==> config.mk <==
export PLATFORM = sky130hd
export DESIGN_NAME = packet_parser
export DESIGN_NICKNAME = d
export VERILOG_FILES = /design/src/rtl/packet_parser.sv
export SDC_FILE = /design/constraint.sdc
export NUM_CORES = 1
export LEC_CHECK = 0
export CAP_MARGIN = 10
export CELL_PAD_IN_SITES_DETAIL_PLACEMENT = 1
export CELL_PAD_IN_SITES_GLOBAL_PLACEMENT = 1
export CORE_ASPECT_RATIO = 1.2
export CORE_MARGIN = 1.5
export CORE_UTILIZATION = 35
export CTS_CLUSTER_DIAMETER = 200
export DETAILED_ROUTE_END_ITERATION = 16
export GPL_TIMING_DRIVEN = 1
export PLACE_DENSITY = 0.9
export SLEW_MARGIN = 20
export SYNTH_ARGS = -nofsm -noshare
export SYNTH_HDL_FRONTEND = slang
export SYNTH_SLANG_ARGS = --single-unit
==> constraint.sdc <==
create_clock -name clk -period 3.73 [get_ports clk]
set_input_delay 0.5595 -clock clk [delete_from_list [all_inputs] [get_ports clk]]
set_output_delay 0.5595 -clock clk [all_outputs]
set_load 0.01 [all_outputs]
==> src/rtl/packet_parser.sv <==
`timescale 1ns/1ps
// Packet parser: fetches a header, N data bytes and a CRC-8 byte from inmem,
// copies the data bytes to outmem and flags a CRC mismatch on completion.
module packet_parser (
  input  logic        clk,
  input  logic        reset,
  input  logic        pp_start,
  input  logic [31:0] pp_addr_hdr,
  input  logic [31:0] pp_addr_out,
  output logic        pp_busy,
  output logic        pp_irq,
  output logic        pp_crc_err,
  output logic [4:0]  pp_byte_cnt_o,
  output logic [31:0] inmem_addr,
  input  logic [31:0] inmem_data_i,
  output logic [31:0] outmem_addr,
  output logic [31:0] outmem_data_o,
  output logic [3:0]  outmem_we
);

  typedef enum logic [2:0] {
    S_IDLE, S_HDR_RD, S_HDR_LAT, S_DATA, S_CRC_RD, S_CRC_CHK, S_DONE
  } state_t;

  state_t      r_state;
  logic [31:0] r_hdr;
  logic [31:0] r_out;
  logic [3:0]  r_idx;
  logic [7:0]  r_crc;
  logic [1:0]  r_rd_lane;
  logic        r_busy;
  logic        r_irq;
  logic        r_crc_err;
  logic [4:0]  r_byte_cnt;

  logic [7:0]  w_byte;
  logic        w_last;
  logic [7:0]  w_crc_next;
  logic [31:0] w_out_addr;

  // One CRC-8 step (poly 0x07, MSB first) over a full byte
  function automatic logic [7:0] crc8_step(input logic [7:0] crc, input logic [7:0] d);
    logic [7:0] c;
    c = crc ^ d;
    for (int k = 0; k < 8; k++) begin
      c = c[7] ? ((c << 1) ^ 8'h07) : (c << 1);
    end
    return c;
  endfunction

  // Byte lane selected by the address issued in the previous cycle
  assign w_byte     = inmem_data_i[{r_rd_lane, 3'b000} +: 8];
  assign w_last     = ({1'b0, r_idx} == (r_byte_cnt - 5'd1));
  assign w_crc_next = crc8_step(r_crc, w_byte);
  assign w_out_addr = r_out + 32'(r_idx);

  assign pp_busy       = r_busy;
  assign pp_irq        = r_irq;
  assign pp_crc_err    = r_crc_err;
  assign pp_byte_cnt_o = r_byte_cnt;

  // Memory-side outputs follow the state; writes forward the byte arriving this cycle
  always_comb begin
    inmem_addr    = '0;
    outmem_addr   = '0;
    outmem_data_o = '0;
    outmem_we     = '0;
    case (r_state)
      S_HDR_RD:  inmem_addr = r_hdr;
      S_HDR_LAT: inmem_addr = r_hdr + 32'd2;
      S_DATA: begin
        if (!w_last) inmem_addr = r_hdr + 32'(r_idx) + 32'd3;
        outmem_addr   = w_out_addr;
        outmem_data_o = {4{w_byte}};
        outmem_we     = 4'b0001 << w_out_addr[1:0];
      end
      S_CRC_RD:  inmem_addr = r_hdr + 32'(r_byte_cnt) + 32'd2;
      default:   ;
    endcase
  end

  always_ff @(posedge clk or posedge reset) begin
    if (reset) begin
      r_state    <= S_IDLE;
      r_hdr      <= '0;
      r_out      <= '0;
      r_idx      <= '0;
      r_crc      <= '0;
      r_rd_lane  <= '0;
      r_busy     <= 1'b0;
      r_irq      <= 1'b0;
      r_crc_err  <= 1'b0;
      r_byte_cnt <= '0;
    end else begin
      r_rd_lane <= inmem_addr[1:0];
      r_irq     <= 1'b0;
      case (r_state)
        S_IDLE: begin
          if (pp_start) begin
            r_hdr     <= pp_addr_hdr;
            r_out     <= pp_addr_out;
            r_crc_err <= 1'b0;
            r_crc     <= '0;
            r_busy    <= 1'b1;
            r_state   <= S_HDR_RD;
          end
        end
        S_HDR_RD: r_state <= S_HDR_LAT;
        S_HDR_LAT: begin
          r_byte_cnt <= 5'(w_byte[3:0]) + 5'd1;
          r_idx      <= '0;
          r_state    <= S_DATA;
        end
        S_DATA: begin
          r_crc <= w_crc_next;
          if (w_last) r_state <= S_CRC_RD;
          else        r_idx   <= r_idx + 4'd1;
        end
        S_CRC_RD: r_state <= S_CRC_CHK;
        S_CRC_CHK: begin
          r_crc_err <= (w_byte != r_crc);
          r_irq     <= 1'b1;
          r_state   <= S_DONE;
        end
        S_DONE: begin
          r_busy  <= 1'b0;
          r_state <= S_IDLE;
        end
        default: r_state <= S_IDLE;
      endcase
    end
  end

endmodule
After elaboration in Yosys (flattened, before gate mapping)
Index checks and enable logic that the tools add are counted.
{"block": "classes", "bitwise_logic": 9, "reduce_logical": 11, "add_sub_neg": 9, "mux": 25, "shift": 2, "n_eq_ne": 11}
{"cell": "32-bit case mux with 4 select lines", "n": 1}
{"cell": "32-bit by 2-bit adder with 32-bit output, second input constant", "n": 3}
{"cell": "32-bit two-way mux", "n": 3}
{"cell": "32-bit by 4-bit adder with 32-bit output", "n": 2}
{"cell": "32-bit by 5-bit adder with 32-bit output", "n": 1}
{"cell": "32-bit by 6-bit indexed part select with 8-bit output", "n": 1}
{"cell": "3-bit two-way mux", "n": 10}
{"cell": "3-bit inverter", "n": 8}
{"cell": "3-bit case mux with 6 select lines", "n": 1}
{"cell": "8-bit case mux with 2 select lines", "n": 1}
{"cell": "2-bit AND reduction", "n": 6}
{"cell": "3-bit == test, second input constant", "n": 3}
{"cell": "4-bit two-way mux", "n": 2}
{"cell": "8-bit two-way mux", "n": 1}
{"cell": "8-bit != test", "n": 1}
{"cell": "4-bit case mux with 2 select lines", "n": 1}
{"cell": "2-bit nonzero test", "n": 4}
{"cell": "8-bit XOR", "n": 1}
{"cell": "3-bit by 2-bit == test with 1-bit output, second input constant", "n": 2}
{"cell": "2-bit != test, second input constant", "n": 3}
{"cell": "4-bit by 1-bit adder with 5-bit output, second input constant", "n": 1}
{"cell": "4-bit by 5-bit == test with 1-bit output", "n": 1}
{"cell": "5-bit by 1-bit subtractor with 5-bit output, second input constant", "n": 1}
{"cell": "4-bit by 1-bit adder with 4-bit output, second input constant", "n": 1}
{"cell": "5 further kinds", "n": 8}
{"block": "totals", "wordCells": 77, "regBits": 89}

Longest topological paths before layout
{"block": "logic_depth", "depth_word": 19, "mapped_depth": 13}

Least setup slack after synthesis
No wires, ideal clock.
{"block": "synth_path", "path_kind": "register to output", "from": "register r_idx[1]", "to": "output port inmem_addr[19]", "arrival_time_ps": 2814, "slack_ps": 356, "path_buffers": 0, "stages_incl_launch_ff": 13, "cell_sequence": "dfrtp_1 > inv_1 > ha_1 > inv_1 > ha_1 > inv_1 > fa_1 > nor2b_1 > o311ai_2 > nand2b_1 > o21ai_0 > o21ai_0 > a211oi_1"}
{"block": "synth_via", "elab_chain_cells": 4, "word_cells_on_any_way": 5, "classes_between": "add/sub: 2; eq/ne: 1; mux: 2"}
{"item": "start, declared", "line_no": "28", "rtl": "logic [3:0] r_idx;"}
{"item": "start signal, assigned", "line_no": "117", "rtl": "else r_idx <= r_idx + 4'd1;"}
{"item": "32-bit by 4-bit adder with 32-bit output", "line_no": "72", "rtl": "if (!w_last) inmem_addr = r_hdr + 32'(r_idx) + 32'd3;"}
{"item": "32-bit by 2-bit adder with 32-bit output", "line_no": "72"}
{"item": "32-bit two-way mux *", "line_no": "72"}
{"item": "32-bit case mux with 4 select lines *", "line_no": "68", "rtl": "case (r_state)"}
{"item": "end, declared", "line_no": "14", "rtl": "output logic [31:0] inmem_addr,"}
Every way passes the cells marked *; elsewhere a longest branch is shown, timed or not.

Final worst setup path
{"block": "layout_path", "from": "register r_hdr[1]", "to": "output port inmem_addr[29]"}
{"block": "layout_via", "elab_chain_cells": 4, "word_cells_on_any_way": 7, "classes_between": "add/sub: 5; mux: 2"}
{"item": "start, declared", "line_no": "26", "rtl": "logic [31:0] r_hdr;"}
{"item": "start signal, assigned", "line_no": "100", "rtl": "r_hdr <= pp_addr_hdr;"}
{"item": "32-bit by 4-bit adder with 32-bit output", "line_no": "72"}
{"item": "32-bit by 2-bit adder with 32-bit output", "line_no": "72"}
{"item": "32-bit two-way mux", "line_no": "72"}
{"item": "32-bit case mux with 4 select lines *", "line_no": "68"}
Marked as above.

==> results.md <==
- TritonCTS clock tree: done
- Crit path buf inv count: 6
- Final wirelength: 32.38 mm
- Pwr dens: 954.6 mW/mm²
- Critical Path Sink Type: output pin
- Core area: 0.02083 mm²
- CP Launch Point: r_hdr[1]
- Endpoints failing setup: 4
- CP Data Arrival Time: 3.25 ns
- DRC: 0
- Outcome: finished with violations
- Total gr overflow: 0
- Hold Path Class: reg2reg
- Logic pwr share: 69.8%
- Worst-Margin Slew: 1.001 ns
- Xor and xnor area share after synthesis: 9.003%
- Vias in the first global route: 8673
- Count of pins over their slew limit: 0
- Num rows: 58
- Final worst slack: -0.08213 ns
- First-pass GRT wire length: 47.62 mm
- Post-synth EDFFs: 0
- Synth cell types: 64
- Placed Area: 0.01005 mm²
- Die X: 135.6 µm
- DRT Pass-1 Iters: 6
- Critical path launch point type: flip-flop
- Max Fanout on Critical Path: 5
- Clock transition at path regs: 0.08 ns
- CTS buffer count: 9
- Net Sw Frac: 48.68%
- NetSw: 5.024 mW
- Mapped Cells: 886
- DR iter-0 viols: 652
- Clock latency on the worst-skew pair: 0.36 ns
- # port buffers: 206
- Largest net degree at the start of global routing: 55
- Fmax achieved: 262.3 MHz
- Syn_nets: 1017
- Fin Clk Skew: 0.007089 ns
- Syn. warnings: 0
- Register share of total power: 20.4%
- Design area: 0.01081 mm²
- Share of cells above drive strength 1: 21.72%
- Largest family of logic cells by synthesized area: simple AND/OR/NAND/NOR gates
- Synth Area in Adders: 5.731%
- Crit path cell chain: inv_2, ha_4, inv_4, ha_4, inv_2, fa_2, nor2b_4, o311ai_4, buf_6, buf_6, o41ai_4, nor2_1, a31oi_1, o311ai_2, buf_2
- P_leak: 4.559 nW
- Primary FF master, synth: dfrtp_1
- Crit-path slowest cell: dfrtp_1
- Setup CP Type: reg2out
- Syn Area/Cell: 8.329 µm²
- Initial antenna violation count: 0
- GPL Wtd Cong: 0.9424
- Worst r2r src: r_rd_lane[0]
- Final Hold Viols: 0
- DPL Wire Length: 22.64 mm
- Cell area after synthesis: 0.007380 mm²
- Area Overhead vs Synth: 46.49%
- Worst Hold Launch: r_out[0]
- Max VDD drop: 0.0003587 V
- Final period util: 102.2%
- Failing checks: setup timing
- Post-synthesis compound-gate area fraction: 16.29%
- Commonest non-fill, non-tap cells in the layout: 174 x clkdlybuf4s50_1, 107 x nand2_1, 87 x dfrtp_1
- RSZ-0062 raised after global routing: yes
- Initial core utilization: 35.43%
- Synth Area in Simple Gates: 21.79%
- Critical Path RT: 3.17 ns
- Mux share of post-synthesis cell area: 10.39%
- Die Y: 162.1 µm
- Crit-path max cell delay: 0.40 ns
- Clock Power Share: 9.8%
- Die area: 0.02197 mm²
- TritonCTS Sinks: 89
- Gr usage total: 28.02%
- Setup TNS Final: -0.1888 ns
- Wire length per cell: 23.16 µm
- Via count: 8322
- Synth Register Bits: 89
- Clk root buf: clkbuf_16
- Final #Nets: 1254
- CTS H-Tree Depth: 3
- Register area share after synthesis: 30.18%
- Max cap viols: 0
- Antenna diode instance count: 0
- Final ANT Viol Nets: 0
- Final Critical Period: 3.812 ns
- Commonest non-fill, non-tap cell in the layout: clkdlybuf4s50_1
- Deepest clock path buffer count: 2
- Ports: 207
- Internal power: 5.295 mW
- Async SR Flop Fraction: 100.0%
- Vias/cell: 5.953
- Family with the most delay on the worst path: compound AO/OA/AOI/OAI gates
- Worst slew margin: 33.08%
==> through the flow <==
step	power, mW	std cells	hold slack (ns)	worst slack (ns)	util (%)
finish	10.32	1398	0.5093	-0.08213	51.90
CTS	9.652	1390	0.5090	-0.1444	50.64
global placement	8.093	1370	0.4667	-0.03250	48.26
global route	10.86	1398	0.5459	-0.1946	51.90
floorplan	5.550	886	0.4523	0.3563	-
detailed placement	8.449	1370	0.4858	-0.1160	48.26
==> area by class of cell <==
type | instances | area (µm²)
Sequential cell | 89 | 2230
Fill cell | 2409 | 10020
Tap cell | 270 | 337.8
Clock buffer | 9 | 225.2
Timing Repair Buffer | 297 | 2760
Inverter | 29 | 112.6
Multi-Input combinational cell | 697 | 5047
Clock inverter | 7 | 97.59
==> cells in the mapped netlist (all sizes together), types with 30 or more instances <==
cell type	instances	share of area, %
clkbuf	31	1.6
nand4	30	2.5
buf	40	3.5
o21ai	66	4.5
mux2	46	7.0
nand2	111	5.7
dfrtp	89	30
xnor2	33	4.4
nand3	40	2.7
nor2	79	4.1
a21oi	39	2.6
xor2	39	4.6
==> what timing repair did <==
action / CTS / global route
setup buffers: 4 / 9
pin swaps: 9 / 24
hold buffers: 0 / 0
gates resized for setup: 87 / 76
endpoints found under the setup margin: 33 / 33
==> logic make-up after synthesis <==
family          count (synthesis)
buf+inv                       100
mux                            59
simple gates                  342
flops                          89
fa+ha+maj                      32
xor+xnor                       72
compound gates                192
==> power by group through the flow <==
| stage | Combinational (mW) | Clock [mW] | Sequential, mW |
|---|---|---|---|
| floorplan | 3.71 | 0 | 1.84 |
| global placement | 6.09 | 0 | 2.00 |
| detailed placement | 6.39 | 0 | 2.06 |
| CTS | 6.59 | 1.02 | 2.05 |
| global route | 7.64 | 1.07 | 2.15 |
| finish | 7.20 | 1.02 | 2.11 |
==> per-layer routing <==
layer	vias to the layer above	GRT usage (%)	share of wire, %
li1	3617	-	-
met1	4089	33.11	37
met2	490	48.98	51
met3	126	4.806	7.9
met4	0	13.25	4.7
met5	-	0	0
==> state kept, by name, summed over array words and instances (netlist names) <==
name and flops:
pp_busy 1, pp_byte_cnt_o 5, pp_crc_err 1, pp_irq 1
r_crc 8, r_hdr 32, r_idx 4, r_out 32
r_rd_lane 2, r_state 3
==> final timing paths <==
path,endpoint,slack (ns),cells past startpoint
max,inmem_addr[29],-0.08,15
min,r_out[0],0.51,2
max reg2reg,r_crc[2],1.00,7
min reg2reg,r_out[0],0.51,2
max in group asynchronous,pp_byte_cnt_o[0],2.33,3
min in group asynchronous,r_hdr[18],0.64,2
==> worst reg2reg max path, delay by kind of cell, from the launching register on <==
kind            cells  cell delay [ns]
flops               1             0.68
compound gates      1             0.14
mux                 2             0.75
xor+xnor            4             1.03
Power figures use the tool's default switching activity.
